[src/rtl/fifo1w2r_pkg.sv]
// Shared constants and pointer helpers for the one-writer / two-reader
// broadcast FIFO controller.
//   ADDRBIT_DEF : default RAM address width (DEPTH_DEF = 2**ADDRBIT_DEF entries)
//   ptr_width   : pointer width for a given address width (one extra wrap bit)
//   ptr_dist    : modular distance a-b over a pointer of width pw
package fifo1w2r_pkg;

  localparam int ADDRBIT_DEF = 9;
  localparam int WIDTH_DEF   = 32;

  function automatic int ptr_width(input int addrbit);
    return addrbit + 1;
  endfunction

  // Pointers are carried zero-extended in 32 bits; the mask keeps the
  // subtraction modulo 2**pw so wrapped pointers still give 0..DEPTH.
  function automatic logic [31:0] ptr_dist(input logic [31:0] a,
                                           input logic [31:0] b,
                                           input int          pw);
    logic [31:0] mask;
    mask = (pw >= 32) ? '1 : ((32'd1 << pw) - 32'd1);
    return (a - b) & mask;
  endfunction

endpackage

[src/rtl/fifo1w2r_ctrl_if.sv]
// Bus bundle between the broadcast FIFO controller and its environment.
//   writer : wr_req, wr_data -> ; <- full, ovf
//   reader n (n=1,2) : rdn_req -> ; <- rdn_vld, rdn_data, emptyn, udfn, lvln
//   memory : <- mwa, mwe, mdi (write port), mran, mren (read ports); mdon ->
// Modport slave is the controller, master is the surrounding system
// (writer, both readers and the 2R1W RAM).
interface fifo1w2r_ctrl_if
  import fifo1w2r_pkg::*;
#(
  parameter int ADDRBIT = ADDRBIT_DEF,
  parameter int WIDTH   = WIDTH_DEF
);

  logic               wr_req;
  logic [WIDTH-1:0]   wr_data;
  logic               full;
  logic               ovf;

  logic               rd1_req;
  logic               rd1_vld;
  logic [WIDTH-1:0]   rd1_data;
  logic               empty1;
  logic               udf1;
  logic [ADDRBIT:0]   lvl1;

  logic               rd2_req;
  logic               rd2_vld;
  logic [WIDTH-1:0]   rd2_data;
  logic               empty2;
  logic               udf2;
  logic [ADDRBIT:0]   lvl2;

  logic [ADDRBIT-1:0] mwa;
  logic               mwe;
  logic [WIDTH-1:0]   mdi;
  logic [ADDRBIT-1:0] mra1;
  logic               mre1;
  logic [WIDTH-1:0]   mdo1;
  logic [ADDRBIT-1:0] mra2;
  logic               mre2;
  logic [WIDTH-1:0]   mdo2;

  modport slave (
    input  wr_req, wr_data, rd1_req, rd2_req, mdo1, mdo2,
    output full, ovf,
    output rd1_vld, rd1_data, empty1, udf1, lvl1,
    output rd2_vld, rd2_data, empty2, udf2, lvl2,
    output mwa, mwe, mdi, mra1, mre1, mra2, mre2
  );

  modport master (
    output wr_req, wr_data, rd1_req, rd2_req, mdo1, mdo2,
    input  full, ovf,
    input  rd1_vld, rd1_data, empty1, udf1, lvl1,
    input  rd2_vld, rd2_data, empty2, udf2, lvl2,
    input  mwa, mwe, mdi, mra1, mre1, mra2, mre2
  );

endinterface

[src/rtl/fifo1w2r_rdport.sv]
// One reader of the broadcast FIFO: read pointer, empty flag, sticky
// underflow, read-data qualifier and (optionally) the occupancy level.
// Build option: FIFO1W2R_LEVEL_EN registers lvl = wp - rp; without it lvl
// is tied to 0 and the subtractor disappears.
// Ports:
//   clk, rst_ : clock, async active-low reset
//   wp_nxt    : writer pointer as it will be after this edge
//   rd_req    : pop request
//   rp_nxt    : this reader's pointer as it will be after this edge
//   empty, udf, vld, lvl : reader status (vld trails an accepted pop by 1)
//   mra, mre  : RAM read address / enable
module fifo1w2r_rdport
  import fifo1w2r_pkg::*;
#(
  parameter int ADDRBIT = ADDRBIT_DEF
) (
  input  logic               clk,
  input  logic               rst_,
  input  logic [ADDRBIT:0]   wp_nxt,
  input  logic               rd_req,
  output logic [ADDRBIT:0]   rp_nxt,
  output logic               empty,
  output logic               udf,
  output logic               vld,
  output logic [ADDRBIT:0]   lvl,
  output logic [ADDRBIT-1:0] mra,
  output logic               mre
);

  logic [ADDRBIT:0] rp_q;
  logic             empty_q;
  logic             udf_q;
  logic             vld_q;
  logic             pop_ok;

  always_comb begin
    pop_ok = rd_req & ~empty_q;
    rp_nxt = rp_q + {{ADDRBIT{1'b0}}, pop_ok};
  end

  // Flags are computed from the post-edge pointers so the registered
  // value always describes the state the pointers are in.
  always_ff @(posedge clk or negedge rst_) begin
    if (!rst_) begin
      rp_q    <= '0;
      empty_q <= 1'b1;
      udf_q   <= 1'b0;
      vld_q   <= 1'b0;
    end else begin
      rp_q    <= rp_nxt;
      empty_q <= (wp_nxt == rp_nxt);
      udf_q   <= udf_q | (rd_req & empty_q);
      vld_q   <= pop_ok;
    end
  end

`ifdef FIFO1W2R_LEVEL_EN
  localparam int PW = ptr_width(ADDRBIT);
  logic [ADDRBIT:0] lvl_q;

  always_ff @(posedge clk or negedge rst_) begin
    if (!rst_) lvl_q <= '0;
    else       lvl_q <= PW'(ptr_dist(32'(wp_nxt), 32'(rp_nxt), PW));
  end

  assign lvl = lvl_q;
`else
  assign lvl = '0;
`endif

  assign empty = empty_q;
  assign udf   = udf_q;
  assign vld   = vld_q;
  assign mre   = pop_ok;
  assign mra   = rp_q[ADDRBIT-1:0];

endmodule

[src/rtl/fifo1w2r_ctrl.sv]
// Broadcast FIFO controller: one writer, two independent readers sharing
// a 2R1W RAM. Every accepted word is delivered once to each reader in push
// order; the slower reader throttles the writer through full.
// Build option: FIFO1W2R_LEVEL_EN enables the per-reader lvl registers.
// Ports:
//   clk  : clock, rising edge
//   rst_ : async active-low reset
//   bus  : fifo1w2r_ctrl_if.slave (writer, two readers, RAM side)
// Parameters: ADDRBIT (address width), DEPTH (= 2**ADDRBIT), WIDTH (data).
module fifo1w2r_ctrl
  import fifo1w2r_pkg::*;
#(
  parameter int ADDRBIT = ADDRBIT_DEF,
  parameter int DEPTH   = 2 ** ADDRBIT,
  parameter int WIDTH   = WIDTH_DEF
) (
  input  logic           clk,
  input  logic           rst_,
  fifo1w2r_ctrl_if.slave bus
);

  localparam int PW = ptr_width(ADDRBIT);

  logic [ADDRBIT:0] wp_q;
  logic [ADDRBIT:0] wp_nxt;
  logic [ADDRBIT:0] rp1_nxt;
  logic [ADDRBIT:0] rp2_nxt;
  logic             full_q;
  logic             full_nxt;
  logic             ovf_q;
  logic             push_ok;
  logic [WIDTH-1:0] wdat;

  always_comb begin
    push_ok  = bus.wr_req & ~full_q;
    wp_nxt   = wp_q + {{ADDRBIT{1'b0}}, push_ok};
    full_nxt = (ptr_dist(32'(wp_nxt), 32'(rp1_nxt), PW) == 32'(DEPTH)) ||
               (ptr_dist(32'(wp_nxt), 32'(rp2_nxt), PW) == 32'(DEPTH));
  end

  always_ff @(posedge clk or negedge rst_) begin
    if (!rst_) begin
      wp_q   <= '0;
      full_q <= 1'b0;
      ovf_q  <= 1'b0;
    end else begin
      wp_q   <= wp_nxt;
      full_q <= full_nxt;
      ovf_q  <= ovf_q | (bus.wr_req & full_q);
    end
  end

  assign wdat     = bus.wr_data;
  assign bus.mwe  = push_ok;
  assign bus.mwa  = wp_q[ADDRBIT-1:0];
  assign bus.mdi  = wdat;
  assign bus.full = full_q;
  assign bus.ovf  = ovf_q;

  // RAM read data is registered inside the RAM, so it lines up with vld.
  assign bus.rd1_data = bus.mdo1;
  assign bus.rd2_data = bus.mdo2;

  fifo1w2r_rdport #(.ADDRBIT(ADDRBIT)) u_rd1 (
    .clk    (clk),
    .rst_   (rst_),
    .wp_nxt (wp_nxt),
    .rd_req (bus.rd1_req),
    .rp_nxt (rp1_nxt),
    .empty  (bus.empty1),
    .udf    (bus.udf1),
    .vld    (bus.rd1_vld),
    .lvl    (bus.lvl1),
    .mra    (bus.mra1),
    .mre    (bus.mre1)
  );

  fifo1w2r_rdport #(.ADDRBIT(ADDRBIT)) u_rd2 (
    .clk    (clk),
    .rst_   (rst_),
    .wp_nxt (wp_nxt),
    .rd_req (bus.rd2_req),
    .rp_nxt (rp2_nxt),
    .empty  (bus.empty2),
    .udf    (bus.udf2),
    .vld    (bus.rd2_vld),
    .lvl    (bus.lvl2),
    .mra    (bus.mra2),
    .mre    (bus.mre2)
  );

endmodule

[src/flat_wrapper.sv]
// flat-port wrapper written by rule: the top's interface ports become plain ports
module fifo1w2r_ctrl_flat import fifo1w2r_pkg::*;
#(
  parameter int ADDRBIT = ADDRBIT_DEF,
  parameter int DEPTH   = 2 ** ADDRBIT,
  parameter int WIDTH   = WIDTH_DEF
)
  (clk, rst_, bus_wr_req, bus_wr_data, bus_rd1_req, bus_rd2_req, bus_mdo1, bus_mdo2, bus_full, bus_ovf, bus_rd1_vld, bus_rd1_data, bus_empty1, bus_udf1, bus_lvl1, bus_rd2_vld, bus_rd2_data, bus_empty2, bus_udf2, bus_lvl2, bus_mwa, bus_mwe, bus_mdi, bus_mra1, bus_mre1, bus_mra2, bus_mre2);
  fifo1w2r_ctrl_if #(.ADDRBIT(ADDRBIT), .WIDTH(WIDTH)) bus_i ();
  input  logic clk;
  input  logic rst_;
  input wire logic [$bits(bus_i.wr_req)-1:0] bus_wr_req;
  input wire logic [$bits(bus_i.wr_data)-1:0] bus_wr_data;
  input wire logic [$bits(bus_i.rd1_req)-1:0] bus_rd1_req;
  input wire logic [$bits(bus_i.rd2_req)-1:0] bus_rd2_req;
  input wire logic [$bits(bus_i.mdo1)-1:0] bus_mdo1;
  input wire logic [$bits(bus_i.mdo2)-1:0] bus_mdo2;
  output wire logic [$bits(bus_i.full)-1:0] bus_full;
  output wire logic [$bits(bus_i.ovf)-1:0] bus_ovf;
  output wire logic [$bits(bus_i.rd1_vld)-1:0] bus_rd1_vld;
  output wire logic [$bits(bus_i.rd1_data)-1:0] bus_rd1_data;
  output wire logic [$bits(bus_i.empty1)-1:0] bus_empty1;
  output wire logic [$bits(bus_i.udf1)-1:0] bus_udf1;
  output wire logic [$bits(bus_i.lvl1)-1:0] bus_lvl1;
  output wire logic [$bits(bus_i.rd2_vld)-1:0] bus_rd2_vld;
  output wire logic [$bits(bus_i.rd2_data)-1:0] bus_rd2_data;
  output wire logic [$bits(bus_i.empty2)-1:0] bus_empty2;
  output wire logic [$bits(bus_i.udf2)-1:0] bus_udf2;
  output wire logic [$bits(bus_i.lvl2)-1:0] bus_lvl2;
  output wire logic [$bits(bus_i.mwa)-1:0] bus_mwa;
  output wire logic [$bits(bus_i.mwe)-1:0] bus_mwe;
  output wire logic [$bits(bus_i.mdi)-1:0] bus_mdi;
  output wire logic [$bits(bus_i.mra1)-1:0] bus_mra1;
  output wire logic [$bits(bus_i.mre1)-1:0] bus_mre1;
  output wire logic [$bits(bus_i.mra2)-1:0] bus_mra2;
  output wire logic [$bits(bus_i.mre2)-1:0] bus_mre2;
  assign bus_i.wr_req = bus_wr_req;
  assign bus_i.wr_data = bus_wr_data;
  assign bus_i.rd1_req = bus_rd1_req;
  assign bus_i.rd2_req = bus_rd2_req;
  assign bus_i.mdo1 = bus_mdo1;
  assign bus_i.mdo2 = bus_mdo2;
  assign bus_full = bus_i.full;
  assign bus_ovf = bus_i.ovf;
  assign bus_rd1_vld = bus_i.rd1_vld;
  assign bus_rd1_data = bus_i.rd1_data;
  assign bus_empty1 = bus_i.empty1;
  assign bus_udf1 = bus_i.udf1;
  assign bus_lvl1 = bus_i.lvl1;
  assign bus_rd2_vld = bus_i.rd2_vld;
  assign bus_rd2_data = bus_i.rd2_data;
  assign bus_empty2 = bus_i.empty2;
  assign bus_udf2 = bus_i.udf2;
  assign bus_lvl2 = bus_i.lvl2;
  assign bus_mwa = bus_i.mwa;
  assign bus_mwe = bus_i.mwe;
  assign bus_mdi = bus_i.mdi;
  assign bus_mra1 = bus_i.mra1;
  assign bus_mre1 = bus_i.mre1;
  assign bus_mra2 = bus_i.mra2;
  assign bus_mre2 = bus_i.mre2;
  fifo1w2r_ctrl #(.ADDRBIT(ADDRBIT), .DEPTH(DEPTH), .WIDTH(WIDTH)) u_core (.clk(clk), .rst_(rst_), .bus(bus_i));
endmodule
[config.mk]
export PLATFORM = sky130hd
export DESIGN_NAME = fifo1w2r_ctrl_flat
export DESIGN_NICKNAME = d
export VERILOG_FILES = /design/src/rtl/fifo1w2r_pkg.sv /design/src/rtl/fifo1w2r_ctrl_if.sv /design/src/rtl/fifo1w2r_rdport.sv /design/src/rtl/fifo1w2r_ctrl.sv /design/src/flat_wrapper.sv
export SDC_FILE = /design/constraint.sdc
export NUM_CORES = 1
export LEC_CHECK = 0
export BUFFER_PORTS_ARGS = -buffer_cell sky130_fd_sc_hd__clkbuf_2
export CORE_AREA = 2 2 100 102
export CTS_CLUSTER_SIZE = 30
export DETAILED_ROUTE_END_ITERATION = 12
export DIE_AREA = 0 0 102 104
export HOLD_SLACK_MARGIN = 0.02
export PLACE_DENSITY = 0.75
export SYNTH_ARGS = -nofsm -noshare
export SYNTH_HDL_FRONTEND = slang
export SYNTH_SLANG_ARGS = --single-unit
[constraint.sdc]
create_clock -name clk -period 8.52 [get_ports clk]
set_clock_uncertainty 0.2 [all_clocks]
set_input_delay 0.426 -clock clk [delete_from_list [all_inputs] [get_ports clk]]
set_output_delay 0.426 -clock clk [all_outputs]
set_load 0.02 [all_outputs]
* After elaboration in Yosys (flattened, before gate mapping)
Index checks and enable logic that the tools add are counted.
** Storage, ports and cells
- Bits of input ports :: 101
- Logic and storage cells :: 33
- Register bits after elaboration :: 38
** Cells by class
- Eq/ne operators :: 4
- Bitwise gates (word level) :: 12
- Reductions and logical operators :: 1
- Add/subtract/negate cells :: 5
** Operator list (number)
- 10-bit by 1-bit adder with 10-bit output :: 3
- 10-bit equality test :: 2
- 10-bit equality test (second input constant) :: 2
- 10-bit subtractor :: 2
- 1-bit bitwise AND :: 6
- 1-bit inverter :: 3
- 1-bit bitwise OR :: 3
- 1-bit logical OR :: 1

* Logic depth before layout (Yosys ltp)
- Depth in word-level cells :: 6
- Depth in mapped cells :: 12
- Depth with buffers taken out :: 12

* By module
A second synthesis with hierarchy kept.
** Second synthesis, totals
- Cell total of the unflattened synthesis :: 446
- Area total of the unflattened synthesis :: 4008.8 sq um
** Modules (own cells, without submodules)
- fifo1w2r_ctrl :: area an instance 2074.5 sq um, cells an instance 246, instances 1
- fifo1w2r_rdport :: area an instance 967.2 sq um, cells an instance 100, instances 2

* Least setup slack after synthesis
OpenSTA, ideal clock, no wires.
- Path type :: register to register
- From :: register u_core.full_q (netlist: u_core.bus.full)
- To :: register u_core.full_q (netlist: u_core.bus.full)
- Stages on the path, launching flop included :: 12
- Setup time :: 96 ps
- Arrival :: 2998 ps
- Path slack :: 5227 ps
- Required time :: 8224 ps
- Cell sequence :: dfrtp_1 > nor2b_1 > ha_1 > ha_1 > ha_1 > nor2b_1 > o21a_1 > o22ai_1 > a21oi_1 > o41ai_1 > mux2_2 > o32ai_2
** On the way
- Word-level cells in the longest chain between the ends :: 6
** Ends and longest elaborated chain
- start, declared :: RTL line fifo1w2r_ctrl.sv:28 : logic full_q;
- start signal, assigned :: RTL line fifo1w2r_ctrl.sv:48 : full_q <= full_nxt;
- 1-bit inverter (*) :: RTL line fifo1w2r_ctrl.sv:35 : push_ok = bus.wr_req & ~full_q;
- 1-bit bitwise AND (*) :: RTL line fifo1w2r_ctrl.sv:35
- net bus_mwe :: RTL line flat_wrapper.sv:31 : output wire logic [$bits(bus_i.mwe)-1:0] bus_mwe;
- 10-bit by 1-bit adder with 10-bit output (*) :: RTL line fifo1w2r_ctrl.sv:36 : wp_nxt = wp_q + {{ADDRBIT{1'b0}}, push_ok};
- net u_core.u_rd1.wp_nxt[1] :: RTL line fifo1w2r_rdport.sv:19 : input logic [ADDRBIT:0] wp_nxt,
- 10-bit subtractor :: RTL line fifo1w2r_pkg.sv:22 : return (a - b) & mask;
- 10-bit equality test (on tied branches) :: RTL line fifo1w2r_ctrl.sv:37, fifo1w2r_ctrl.sv:38
- 1-bit logical OR (*) :: RTL line fifo1w2r_ctrl.sv:37 : full_nxt = (ptr_dist(32'(wp_nxt), 32'(rp1_nxt), PW) == 32'(DEPTH)) ||
- net u_core.full_nxt :: RTL line fifo1w2r_ctrl.sv:29 : logic full_nxt;
Mark *: on every way through the listed nets, which the timed path passes. The rest lies on a longest branch.

* Final worst setup path
- From :: register u_core.full_q (netlist: u_core.bus.full)
- To :: register u_core.full_q (netlist: u_core.bus.full)
** On the way
- Word-level cells in the longest chain between the ends :: 6
** Ends and longest elaborated chain (RTL line)
- 1-bit inverter (*) :: fifo1w2r_ctrl.sv:35
- 1-bit bitwise AND (*) :: fifo1w2r_ctrl.sv:35
- 10-bit by 1-bit adder with 10-bit output (*) :: fifo1w2r_ctrl.sv:36
- net u_core.u_rd1.wp_nxt[2] :: fifo1w2r_rdport.sv:19
- 10-bit subtractor :: fifo1w2r_pkg.sv:22
- 10-bit equality test (on tied branches) :: fifo1w2r_ctrl.sv:37, fifo1w2r_ctrl.sv:38
- 1-bit logical OR (*) :: fifo1w2r_ctrl.sv:37
- net u_core.full_nxt :: fifo1w2r_ctrl.sv:29
Marks and branches as above.

==> metrics.md <==
| Metric | Value |
|---|---|
| Diode count | 0 |
| Nets | a little over 400 |
| Min-delay worst type | in -> async |
| GRT Total Usage | between 10% and 20% |
| Grt total ovfl | 0 |
| Finished Layout Cells | 425 |
| Post-CTS Setup Bufs | 0 |
| Startpoint Class | flop |
| Design Area, Final | 0.00286 mm² |
| Commonest non-fill, non-tap cell in the layout | clkbuf_2 |
| YS warnings | 0 |
| Fin. Hold Viols | 0 |
| Layout cells sized above 1 | a little over a fifth |
| Adder-cell share of the synthesized area | 8.09% |
| Leak Pwr | 1.40 nW |
| Deepest clock path buffer count | 2 |
| Multi-input gate area | between 0.001 and 0.0015 mm² |
| Tmin final | 3370 ps |
| Crit path max fanout | 5 |
| Clock transition at path regs | ~80 ps |
| Post-synthesis compound-gate area fraction | 5.70% |
| RSZ-0062 raised after global routing | false |
| Via-per-instance ratio | about 4.7 |
| CTS Sinks | 38 |
| Worst slew pin tran | around 960 ps |
| Wire per inst | ~16 µm |
| Final TNS setup | 0 ps |
| Die ar. | 0.0106 mm² |
| Die height | between 100 and 150 µm |
| Max cap viols | 0 |
| Filler cells | 1,035 |
| Pre-CTS WS | roughly 5000 ps |
| Die Width | 102 µm |
| Register Area | 953 µm² |
| Initial Utilization | 35.6% |
| Initial drt markers | 94 |
| Vias in the first global route | 1,927 |
| Worst EP arrival | between 3000 and 4000 ps |
| Drt total wl | approximately 7000 µm |
| CTS tree | built |
| Cells after DPL | roughly 420 |
| Worst VDD drop | between 0.09 and 0.1 mV |
| Core Util, Final | 29.9% |
| Crit-path cells | nor2b_1 -> ha_1 -> ha_1 -> xor2_1 -> ha_1 -> o21a_1 -> o22ai_1 -> a21oi_1 -> o41ai_1 -> mux2_2 -> o32ai_2 |
| First-pass GRT wire length | about 10,000 µm |
| Slowest library cell on the worst path | dfrtp_1 |
| Worst Path Buf+Inv | 0 |
| Syn Area/Cell | approximately 9.3 µm² |
| Layout area overhead | -16.1% |
| Core Box Area | ~0.0095 mm² |
| Final setup fails | 0 |
| # IOs | 255 |
| Peak Freq | between 200 and 300 MHz |
| ANT nets after route | 0 |
| Row cnt | 36 |
| Crit path max-delay family | compound AO/OA/AOI/OAI gates |
| Worst path max stage delay | 440 ps |
| Status | complete, no violations |
| Fin. max-slew vios | 0 |
| Skew-Pair Late Insertion Delay | 300 ps |
| Post-DP HPWL | roughly 5500 µm |
| Rel. slew slack | between 30% and 40% |
| Final worst slack | around 5200 ps |
| Initial DRT Pass Iterations | 4 |
| Synth Area in XOR/XNOR | roughly a tenth |
| Seq/Total Area, Yosys | approximately 28% |
| Post-Synth Simple-Gate Area | approximately 12% |
| Commonest non-fill, non-tap cells in the layout | clkbuf_2 (42), dfrtp_1 (36), ha_1 (22), conb_1 (20), inv_1 (18) |
| Critical path type | reg -> reg |
| Mapped Area | about 0.0034 mm² |
| Most frequent CP cell | ha_1 |
| Synth cell types | 43 |
| Residual DRC | 0 |
| Antenna violations before repair | 0 |
| Post-synth EDFFs | 0 |
| Placed Area | about 0.0028 mm² |
| Root buffer cell | clkbuf_8 |
| Htree depth | 2 |
| Pwr dens | ~400 mW/mm² |
| Crit path required time | between 8000 and 9000 ps |
| IO Port Bufs | 42 |
| RD Place Congestion | ~0.86 |
| Number of synthesized register bits | 38 |
| Ys async rst share | between 90% and 100% |
| Element type at the critical path end | flop |
| Mux cell area share after synthesis | approximately 2.1% |
| Post-CTS Resized | 0 |
| Via count | 2,009 |
| Post-Synthesis Cells | between 300 and 400 |
| Final period utilization | between 30% and 40% |
| Largest family of logic cells by synthesized area | buffers and inverters |
| Largest net degree at the start of global routing | 39 |
| CTS Buf Count | 5 |
| # hold bufs at CTS | 0 |
| Synth Flop Type | dfrtp_1 |
==> flip-flops by register name (all words and copies together), names as in the netlist <==
name and flops:
u_core.wp_q 10, u_core.u_rd2.vld 1, u_core.u_rd1.rp_q 10, u_core.u_rd1.empty 1, u_core.bus.ovf 1, u_core.u_rd2.udf 1, u_core.u_rd2.rp_q 10, u_core.u_rd1.vld 1
u_core.u_rd1.udf 1, u_core.bus.full 1, u_core.u_rd2.empty 1
==> cells in the mapped netlist, drive strengths merged, types with 3 or more instances <==
cell type | number | share of area (%)
buf | 143 | 32
dfrtp | 36 | 26
ha | 22 | 8.1
inv | 20 | 2.2
xnor2 | 20 | 5.8
nand3 | 14 | 2.1
xor2 | 13 | 4.0
nand2 | 11 | 1.2
nand4 | 9 | 1.7
nor2 | 9 | 0.99
and3 | 6 | 1.1
and4 | 6 | 1.6
nor2b | 6 | 1.1
a21o | 5 | 1.1
a21oi | 5 | 0.74
mux2i | 5 | 1.5
o21ai | 5 | 0.74
nor3 | 4 | 0.59
nand2b | 3 | 0.55
==> worst paths after layout <==
path | from | to | slack [ps] | cells past startpoint
hold reg to reg | u_core.u_rd1.udf | u_core.u_rd1.udf | 260 | 1
setup reg to reg | u_core.bus.full | u_core.bus.full | 5150 | 11
setup / recovery | u_core.bus.full | u_core.bus.full | 5150 | 11
max in group asynchronous | rst_ | u_core.u_rd2.rp_q[8] | 7460 | 1
min in group clk | bus_rd2_req | u_core.u_rd2.udf | 140 | 2
hold / removal | rst_ | u_core.u_rd2.rp_q[4] | 60 | 1
==> per-stage QoR <==
| step | hold WS [ps] | power (mW) |
|---|---|---|
| finish | 58.1 | 1.17 |
| global route | 137 | 1.27 |
| detailed placement | 247 | 1.04 |
| global placement | 239 | 1.01 |
| CTS | 101 | 1.17 |
| floorplan | -69.6 | 0.988 |
==> report_power, final <==
group / internal, mW / leakage [nW] / switching, mW
combinational: 0.295 / 0.880 / 0.437
clock: 0.0550 / 0.0438 / 0.0675
sequential: 0.240 / 0.476 / 0.0710
==> kinds of logic after synthesis <==
kind of cell / Yosys count
compound gates: 28
xor+xnor: 33
fa+ha+maj: 22
buf+inv: 163
flops: 38
mux: 7
other cells: 1
simple gates: 75
==> metal layers <==
layer / vias to the layer above / part of all wire, % / track usage [%] / wire, µm
met5: - / 0 / 3.08 / 0
met4: 0 / 3.4 / 6.38 / 231
met3: 27 / 12 / 6.32 / 841
met2: 125 / 48 / 19.9 / 3240
met1: 948 / 37 / 13.2 / 2480
li1: 909 / - / - / -
==> area by class of cell <==
| class | instances | share of cell area (%) |
|---|---|---|
| clock inverters | 2 | 0.351 |
| inverters | 20 | 2.63 |
| multi-input cells | 185 | 48.0 |
| clock buffers | 5 | 2.41 |
| flip-flops and latches | 38 | 33.4 |
| well taps | 133 | 5.83 |
| repair buffers | 42 | 7.36 |
Power figures use the tool's default switching activity.
